$ cat config.mk
export PLATFORM = sky130hd
export DESIGN_NAME = beam_mux_arb
export DESIGN_NICKNAME = d
export VERILOG_FILES = /design/src/rtl/beam_mux_arb.sv
export SDC_FILE = /design/constraint.sdc
export NUM_CORES = 1
export LEC_CHECK = 0
export ABC_AREA = 1
export BUFFER_PORTS_ARGS = -buffer_cell sky130_fd_sc_hd__buf_2
export CORE_ASPECT_RATIO = 1.1
export CORE_MARGIN = 3
export CORE_UTILIZATION = 47
export DETAILED_ROUTE_END_ITERATION = 12
export GPL_TIMING_DRIVEN = 0
export PLACE_DENSITY = 0.87
export SKIP_LAST_GASP = 1
export SLEW_MARGIN = 10
export SYNTH_ARGS = -nofsm -noshare
export SYNTH_HDL_FRONTEND = slang
export SYNTH_SLANG_ARGS = --single-unit
$ cat constraint.sdc
create_clock -name clk -period 4.5 [get_ports clk]
set_input_delay 0.45 -clock clk [delete_from_list [all_inputs] [get_ports clk]]
set_output_delay 0.45 -clock clk [all_outputs]
set_load 0.02 [all_outputs]
$ cat src/rtl/beam_mux_arb.sv
// Packet-level round-robin arbiter feeding beam_mux.
// Holds dac_sel for a whole packet and truncates runaway packets.
module beam_mux_arb #(
  parameter int N_REQ     = 3,
  parameter int DATA_W    = 32,
  parameter int SEL_W     = 2,
  parameter int MAX_BEATS = 65536
) (
  input  logic                      clk,
  input  logic                      rst,
  input  logic [N_REQ*DATA_W-1:0]   req_t_data,
  input  logic [N_REQ-1:0]          req_t_valid,
  input  logic [N_REQ-1:0]          req_t_last,
  output logic [N_REQ-1:0]          req_t_ready,
  input  logic [N_REQ*SEL_W-1:0]    req_dac,
  output logic [DATA_W-1:0]         mod_t_data,
  output logic                      mod_t_valid,
  input  logic                      mod_t_ready,
  output logic                      mod_t_last,
  output logic [SEL_W-1:0]          dac_sel,
  output logic [$clog2(N_REQ)-1:0]  grant_id,
  output logic                      busy,
  output logic                      pkt_done,
  output logic                      pkt_trunc
);

  localparam int GW = $clog2(N_REQ);
  localparam int CW = (MAX_BEATS > 1) ? $clog2(MAX_BEATS) : 1;

  typedef enum logic [1:0] {
    IDLE,
    SETUP,
    XFER
  } state_t;

  state_t          state;
  state_t          state_nx;
  logic [GW-1:0]   ptr;
  logic [GW-1:0]   winner;
  logic            found;
  logic [CW-1:0]   cnt;
  logic            src_last;
  logic            src_valid;
  logic            force_last;
  logic            accept;

  assign src_last   = req_t_last[grant_id];
  assign src_valid  = req_t_valid[grant_id];
  assign force_last = (cnt == CW'(MAX_BEATS - 1));
  assign accept     = mod_t_valid & mod_t_ready;
  assign busy       = (state != IDLE);

  // First valid source after the last winner, with wrap.
  always_comb begin
    int idx;
    winner = '0;
    found  = 1'b0;
    idx    = 0;
    for (int k = 1; k <= N_REQ; k++) begin
      idx = (int'(ptr) + k) % N_REQ;
      if (!found && req_t_valid[GW'(idx)]) begin
        winner = GW'(idx);
        found  = 1'b1;
      end
    end
  end

  always_comb begin
    state_nx    = state;
    mod_t_data  = '0;
    mod_t_valid = 1'b0;
    mod_t_last  = 1'b0;
    req_t_ready = '0;
    unique case (state)
      IDLE: begin
        if (found) state_nx = SETUP;
      end
      SETUP: begin
        state_nx = XFER;
      end
      XFER: begin
        mod_t_data  = req_t_data[int'(grant_id)*DATA_W +: DATA_W];
        mod_t_valid = src_valid;
        mod_t_last  = src_last | force_last;
        req_t_ready[grant_id] = mod_t_ready;
        if (src_valid && mod_t_ready && (src_last || force_last))
          state_nx = IDLE;
      end
      default: state_nx = IDLE;
    endcase
  end

  always_ff @(posedge clk) begin
    if (!rst) state <= IDLE;
    else      state <= state_nx;
  end

  always_ff @(posedge clk) begin
    if (!rst) begin
      dac_sel   <= '0;
      grant_id  <= '0;
      ptr       <= GW'(N_REQ - 1);
      cnt       <= '0;
      pkt_done  <= 1'b0;
      pkt_trunc <= 1'b0;
    end else begin
      pkt_done  <= accept & mod_t_last;
      pkt_trunc <= accept & mod_t_last & ~src_last;
      if (state == IDLE && found) begin
        grant_id <= winner;
        ptr      <= winner;
        dac_sel  <= req_dac[int'(winner)*SEL_W +: SEL_W];
        cnt      <= '0;
      end else if (accept) begin
        cnt <= cnt + 1'b1;
      end
    end
  end

endmodule

# Yosys cells after proc, flatten, opt, wreduce, memory -nomap -nowiden
# Index checks and enable logic that the tools add are counted.
[word_totals]
reg_bits = 26
in_bits = 111
out_inout_bits = 44
word_cells = 74
[classes]
add_sub_neg = 4
div = 3
order_cmp = 5
n_eq_ne = 5
n_shift = 2
mux = 28
bitwise_logic = 7
reduce_logical = 13
[op_table]
columns = ["operator", "n"]
rows = [
  ["$mod 32x3->32 const B", 3],
  ["$shiftx 96x8->32", 1],
  ["$mux 32", 1],
  ["$add 16x1->16 const B", 1],
  ["$eq 16x16->1 const B", 1],
  ["$mux 1", 14],
  ["$lt 2x4->1 const B", 3],
  ["$bmux 1 s2", 5],
  ["$mux 2", 5],
  ["$add 2x2->3 const B", 2],
  ["$logic_and 1x1->1", 6],
  ["$pmux 2 s3", 1],
  ["$shiftx 6x4->2", 1],
  ["$ne 2x2->1 const B", 2],
  ["$add 2x1->3 const B", 1],
  ["$and 1x1->1", 3],
  ["$and 3x3->3", 1],
  ["$lt 2x3->1 const B", 1],
  ["$mux 3", 1],
  ["$demux 1 s2", 1],
  ["$eq 2x1->1 const B", 1],
  ["$eq 2x2->1 const B", 1],
  ["$ge 2x1->1 const B", 1],
  ["$logic_not 1->1", 2],
  ["other kinds (7)", 8],
]

# Depth between registers and ports, before layout
# Gate-level depths: netlist of run 1.
[depth]
depth_word = 14
ltp_mapped = 15
depth_no_buf = 15

# Worst setup path before layout of run 1
# Ideal clock, no wire load.
[synth_timing]
path_kind = "register -> output"
start = "register grant_id[1]"
end = "output mod_t_data[19]"
t_arrival_ns = 1.399
t_required_ns = 4.050
slack_ns = 2.651
stages_incl_launch_ff = 8
path_buffers = 1
path_cell_list = "dfxtp_1 -> nand2_1 -> inv_2 -> clkbuf_1 -> nand2_1 -> nand3_1 -> nand2_1 -> inv_1"
[synth_via]
elab_chain_cells = 2
[synth_rtl]
columns = ["element", "line", "source"]
rows = [
  ["start: declaration", "21", "output logic [$clog2(N_REQ)-1:0] grant_id,"],
  ["start signal: assignment", "110", "grant_id <= winner;"],
  ["$shiftx 96x8->32", "82", "mod_t_data = req_t_data[int'(grant_id)*DATA_W +: DATA_W];"],
  ["$mux 32", "74", "unique case (state)"],
  ["end: declaration", "16", "output logic [DATA_W-1:0] mod_t_data,"],
]
# No other way between the ends.

# Worst setup path after layout of run 1
[layout_timing]
start = "register grant_id[0]"
end = "output mod_t_data[7]"
# The elaborated chain is that of the path after synthesis.

==> results by group, run 1 <==
Logic synthesis
  – Post-synthesis mux area share: 0
  – Post-synthesis sequential area ratio: 0.204
  – Post-Synth Adder-Cell Area: 0.0255
  – Post-Synthesis Cell Area: around 2500 um^2
  – Mean Syn Cell Area: about 5.5 um^2
  – Gate Count Post-Synth: roughly 450
  – Synth Area in Compound Gates: 0.0795
  – Simple-Gate Fraction of Synth Area: 0.524
  – Number of synthesized register bits: 25
  – Mapped Nets: around 560
  – Ys Warns: 0
  – Largest family of logic cells by synthesized area: simple AND/OR/NAND/NOR gates
  – Synth Area in XOR/XNOR: 0.0285
  – Synth cell types: 33

Clock network
  – Post-CTS Resized: 0
  – CTS Hold Buffers Added: 0
  – Clock root cell: clkbuf_8
  – Clk_lat worst skew: approximately 0.28 ns
  – H-Tree Level Count: 1
  – Clk slew on worst S/H paths: ~0.09 ns
  – CTS Buffer Depth: 2
  – CTS tree: built
  – # Post-CTS Setup Buffers: 0
  – TritonCTS Buffers: 3
  – CTS Sinks: 25

GRT
  – Largest net degree at the start of global routing: 16
  – Final global-route overflow total: 0
  – Busiest grt layer: met2
  – Vias in the first global route: about 2900
  – Met3 Use GR: 0.0404
  – Initial antenna violation count: 0
  – First-pass GRT wire length: about 13000 um
  – Met2 Use GR: 0.488
  – Met1 Usage GRT: 0.302
  – Total track usage: 0.263

STA
  – Final hold vios: 0
  – Pins Over Slew Limit: 0
  – Min cycle time layout: roughly 2.5 ns
  – Clock Skew: around 0.0073 ns
  – Setup violators final: 0
  – Worst-Margin Slew: 0.478 ns
  – Max frequency: ~400 MHz
  – RSZ-0062 raised after global routing: false
  – Worst rel slew slack: 0.681
  – Setup TNS: 0 ns
  – Final period utilization: 0.547

Min path
  – Hold WC Path Type: reg -> reg
  – Worst hold path depth: 2

Final layout
  – P&R area growth vs syn: 36.2%
  – Area occupied by multi-input gates: about 1600 um^2
  – FF+latch area: roughly 500 um^2
  – Layout cells sized above 1: 0.328
  – Ant. Diodes: 0
  – Filler Cells Inserted: between 400 and 500
  – Final #Nets: slightly above 700

Critical path
  – WP data arrival: about 2 ns
  – Crit path cell chain: nand2_2 > inv_1 > clkbuf_1 > nand2_1 > nand3_1 > nand2_1 > inv_1 > buf_2
  – Worst path max stage delay: 0.55 ns
  – Critical path class: reg -> out
  – Max FO, Critical Path: 10
  – CP startpoint kind: flop
  – Worst-case reg-to-reg path depth: 14
  – Crit. End Element: output port
  – Critical path data required time: approximately 4.1 ns
  – Slowest-stage cell, CP: dfxtp_1

Place
  – IO buf count: ~150
  – GPL Wtd Cong: approximately 0.94
  – Dpl hpwl: 6980 um

Power
  – Worst vdd ir: between 300 and 400 uV
  – Power consumption: about 1.5 mW
  – Lkg Pwr: roughly 2 nW
  – Cell Pwr Density: between 400 and 500 nW/um^2

Job
  – MaxCap Viol Count: 0

Floorplan
  – Die Area: 6130 um^2
  – Total core area: 4850 um^2
  – Die W: about 75 um
  – Number of cell rows: 26
  – # IOs: 155
  – Initial core utilization: 0.507
  – Die Y: slightly above 80 um

Routing
  – Drt first pass iters: 4
  – Via count: roughly 3300
  – Post-DRT Antenna Nets: 0
  – DRC viols: 0
  – Initial DRC Count: 106
  – Routed len/inst: between 10 and 15 um
  – DR vias/cell: around 5
  – Routed WL: 8250 um

Outcome
  – Outcome: complete, no violations
==> state kept, by name, indices dropped and copies added, names as in the netlist <==
| register | cells |
|---|---|
| dac_sel | 2 |
| cnt | 16 |
| grant_id | 2 |
| ptr | 1 |
| state | 2 |
| pkt_trunc | 1 |
| pkt_done | 1 |
==> report_power, final <==
group          switching (mW)  total, mW  leakage [nW]  internal (mW)
logic                   0.707       1.07          1.79          0.359
clock network          0.0739      0.137        0.0217         0.0629
registers              0.0249      0.271         0.203          0.247
total                   0.806       1.47          2.02          0.668
==> layer usage <==
layer / part of all wire / vias to the layer above
met5: 0 / -
met4: 0.029 / 0
met3: 0.082 / 18
met2: 0.49 / 121
met1: 0.40 / 1472
li1: - / 1685
==> metrics by stage <==
stage / hold WS [ns] / utilization / std cells / area, um^2 / worst slack (ns)
after floorplan: 0.421 / - / 445 / 2460 / 2.65
after global placement: 0.429 / 0.680 / 655 / 3300 / 2.36
after detailed placement: 0.438 / 0.680 / 655 / 3300 / 2.35
after CTS: 0.450 / 0.690 / 659 / 3350 / 2.03
after global routing: 0.470 / 0.690 / 659 / 3350 / 1.83
final: 0.449 / 0.690 / 659 / 3350 / 2.04
==> placed cells by master, fill, tap and decap left out, drive strengths merged <==
cell | netlist | routed
buf | 6 | 160
nand3 | 56 | 56
xor2 | 4 | 4
clkbuf | 9 | 12
ha | 5 | 5
xnor2 | 4 | 4
and2 | 2 | 2
o22ai | 2 | 2
a22oi | 1 | 1
dfxtp | 25 | 25
o221ai | 1 | 1
nand2 | 195 | 195
nand4 | 4 | 4
o21ai | 11 | 11
nor3 | 7 | 7
a21oi | 12 | 12
o211ai | 1 | 1
nor2 | 25 | 25
nand3b | 3 | 3
clkinvlp | 0 | 1
inv | 71 | 71
nor3b | 1 | 1
==> final timing paths <==
check,start,endpoint,slack (ns)
max,grant_id[0]$_SDFFE_PN0P_,mod_t_data[7],2.04
min,cnt[4]$_SDFFE_PP0P_,cnt[4]$_SDFFE_PP0P_,0.45
max reg2reg,grant_id[0]$_SDFFE_PN0P_,cnt[5]$_SDFFE_PP0P_,2.33
min reg2reg,cnt[4]$_SDFFE_PP0P_,cnt[4]$_SDFFE_PP0P_,0.45
==> cells by family after synthesis <==
family | Yosys count
buffers and inverters | 86
AND/OR/NAND/NOR | 293
flip-flops | 25
XOR/XNOR | 8
AO/OA/AOI/OAI | 28
adder cells (fa/ha/maj) | 5
==> worst max-delay path: cells and delay by family, from the launching register on <==
kind                   cells  cell delay, ns
DFF                        1            0.55
buffers and inverters      4            0.76
and+or+nand+nor            4            0.42
==> final cells by class <==
class | count | area share
Timing Repair Buffer | 154 | 0.230
Buffer | 15 | 0.0224
Sequential cell | 25 | 0.150
Tap cell | 56 | 0.0209
Clock inverter | 1 | 0.00224
Inverter | 71 | 0.0797
Clock buffer | 3 | 0.0123
Multi-Input combinational cell | 334 | 0.482
==> cells in the mapped netlist <==
library cell	instances	share of area
nand2_1	190	0.29
inv_1	59	0.090
nand3_1	54	0.11
dfxtp_1	25	0.20
nor2_1	19	0.029
inv_2	12	0.018
clkbuf_1	9	0.014
a21oi_1	6	0.012
a21oi_2	6	0.021
o21ai_1	6	0.012
ha_1	5	0.025
nand4_1	4	0.010
nor2_2	4	0.010
nor3_1	4	0.0082
o21ai_0	4	0.0082
xnor2_1	4	0.014
xor2_1	4	0.014
buf_1	3	0.0046
nand2_2	3	0.0076
nand3b_1	3	0.0092
nor3_2	3	0.012
and2_1	2	0.0051
buf_6	2	0.0092
nand2_4	2	0.0092
nand3_2	2	0.0082
nor2_4	2	0.0092
o22ai_1	2	0.0051
a22oi_1	1	0.0031
buf_4	1	0.0031
nor3b_2	1	0.0051
o211ai_1	1	0.0031
o21ai_2	1	0.0036
o221ai_4	1	0.011
No activity file was read; power rests on OpenSTA's default activity.
==> inputs of run 2 (changes only) <==
--- a/config.mk
+++ b/config.mk
@@ -9,10 +9,10 @@
 export BUFFER_PORTS_ARGS = -buffer_cell sky130_fd_sc_hd__buf_2
 export CORE_ASPECT_RATIO = 1.1
 export CORE_MARGIN = 3
-export CORE_UTILIZATION = 47
+export CORE_UTILIZATION = 39
 export DETAILED_ROUTE_END_ITERATION = 12
 export GPL_TIMING_DRIVEN = 0
-export PLACE_DENSITY = 0.87
+export PLACE_DENSITY = 0.77
 export SKIP_LAST_GASP = 1
 export SLEW_MARGIN = 10
 export SYNTH_ARGS = -nofsm -noshare
==> constraint.sdc (replaced) <==
create_clock -name clk -period 2.25 [get_ports clk]
set_input_delay 0.225 -clock clk [delete_from_list [all_inputs] [get_ports clk]]
set_output_delay 0.225 -clock clk [all_outputs]
set_load 0.02 [all_outputs]
==> run 2 against run 1 <==
Routed wire length increased by 1.5%. Combinational power increased by 100%. Critical path type unchanged. Critical path depth decreased by 1. Global-route usage decreased by 4.5 points. Setup slack got worse by 1.9 ns.
==> results by group, run 2 (same netlist as run 1, synthesis figures left out) <==
STA
  – Final setup margin: approximately 0.18 ns
  – Max frequency: just under 500 MHz
  – Final hold vios: 0
  – Setup TNS: 0 ns
  – Worst-Margin Slew: roughly 0.50 ns
  – RSZ-0062 raised after global routing: false
  – Pins Over Slew Limit: 0
  – Min cycle time layout: 2.07 ns
  – Worst rel slew slack: 0.668
  – Clock Skew: roughly 0.012 ns
  – Setup violators final: 0
  – Final period utilization: 0.922

Clock network
  – TritonCTS Buffers: 3
  – H-Tree Level Count: 1
  – Clk_lat worst skew: 0.27 ns
  – Clock root cell: clkbuf_8
  – CTS Buffer Depth: 2
  – CTS Sinks: 25
  – Clk slew on worst S/H paths: approximately 0.09 ns
  – CTS tree: built

Place
  – Inst Count DP: 676
  – GPL Wtd Cong: 0.932
  – IO buf count: about 150
  – Dpl hpwl: 7060 um
  – Pre-CTS setup slack: 0.129 ns
  – Placed cell areas: ~3300 um^2

Power
  – Sequential share of power: 0.184
  – Clock power frac: 0.092
  – Lkg Pwr: around 2 nW
  – Switching power of the nets: 1.62 mW
  – Cell Pwr Density: 876 nW/um^2
  – Worst vdd ir: ~700 uV
  – Net Sw Frac: 0.545
  – Pint: around 1.3 mW
  – Comb power frac: 0.725

Critical path
  – Reg2Reg Launch Point: grant_id[0]$_SDFFE_PN0P_
  – Crit. End Element: output port
  – CP startpoint kind: flop
  – Max FO, Critical Path: 10
  – Critical path data required time: between 2 and 2.5 ns
  – Critical path class: reg -> out
  – Crit. Startpoint: grant_id[1]$_SDFFE_PN0P_
  – WP data arrival: between 1.5 and 2 ns

Final layout
  – Fin cells: between 600 and 700
  – Final #Nets: just over 700
  – Layout cells sized above 1: 0.342
  – Most frequent cells in the layout: nand2_1 (190), buf_2 (154), inv_1 (59), nand3_1 (54), dfxtp_1 (24)
  – Max reg flops: 16
  – Finished Cell Area: 3380 um^2
  – Most common cell after layout, fill and taps aside: nand2_1
  – P&R area growth vs syn: 37.8%
  – Biggest register: cnt

GRT
  – Final global-route overflow total: 0
  – First-pass GRT wire length: between 10000 and 15000 um
  – Vias in the first global route: 3013
  – Largest net degree at the start of global routing: 16
  – Total track usage: 0.218
  – Initial antenna violation count: 3

Floorplan
  – Number of cell rows: 29
  – Die Area: around 7300 um^2
  – # IOs: ~160
  – Total core area: 5950 um^2
  – Initial core utilization: 0.413
  – Die Y: 89.2 um
  – Die W: 81.7 um

Routing
  – Drt first pass iters: 4
  – Routed WL: approximately 8400 um
  – Post-DRT Antenna Nets: 0
  – Via count: approximately 3300
  – DRC viols: 0
  – Routed len/inst: between 10 and 15 um
  – Initial DRC Count: ~130
  – DR vias/cell: roughly 4.8

Min path
  – Hold Startpoint: rst
  – Hold WC Path Type: in -> reg

Job
  – MaxCap Viol Count: 0

Outcome
  – Outcome: complete, no violations
-- run 2: changes by cell type in the layout (fill, tap and decap cells not counted) --
cell	before	now
clkbuf_1	9	2
clkbuf_2	0	7
dfxtp_1	25	24
dfxtp_2	0	1
diode_2	0	1
-- run 2: power groups by stage --
stage | registers [mW] | clock network [mW] | logic (mW)
after global placement | 0.552 | 0 | 2.10
after global routing | 0.552 | 0.297 | 2.41
after detailed placement | 0.555 | 0 | 2.14
after CTS | 0.544 | 0.278 | 2.15
after floorplan | 0.574 | 0 | 1.53
final | 0.545 | 0.271 | 2.15
-- run 2: final timing paths --
check                            endpoint  slack [ns]  depth (start not counted)
setup / recovery           mod_t_data[25]        0.18                          7
setup reg to reg  dac_sel[1]$_SDFFE_PN0P_        0.20                         13
hold reg to reg       cnt[4]$_SDFFE_PP0P_        0.45                          2
hold / removal    dac_sel[0]$_SDFFE_PN0P_        0.23                          3
-- run 2: layout make-up --
| type | count | area, um^2 |
|---|---|---|
| fill | 626 | 2570 |
| multi-input combinational | 334 | 1610 |
| timing repair buffer | 154 | 771 |
| sequential | 25 | 502 |
| inverter | 71 | 267 |
| tap | 77 | 96.3 |
| buffer | 15 | 83.8 |
| clock buffer | 3 | 41.3 |
| clock inverter | 1 | 7.51 |
| antenna | 1 | 2.50 |
-- run 2: critical path: stages, from the launching register on --
cell and delay [ns]:
dfxtp_1 0.37, nor2_2 0.28, clkbuf_1 0.40, nand2_1 0.13
nand3_1 0.10, nand2_1 0.06, inv_1 0.07, buf_2 0.15
-- run 2: repair_timing --
item / CTS / global route
setup endpoints to repair: 2 / 49
hold buffers: 0 / 0
resized for setup: 2 / 11
buffers inserted: 0 / 0
-- run 2: layer usage --
metal  GRT usage  vias to the layer above  wire, um
met5           0                        -        23
met4      0.0574                        4       146
li1            -                     1686         -
met1       0.235                     1433      3320
met2       0.421                      126      4140
met3      0.0524                       19       746
-- run 2: per-stage QoR --
stage	hold slack, ns	total power, mW	util
2_1_floorplan	0.363	2.10	-
3_3_place_gp	0.430	2.65	0.558
3_5_place_dp	0.436	2.70	0.558
4_1_cts	0.224	2.98	0.567
5_1_grt	0.228	3.26	0.569
6_report	0.230	2.96	0.569
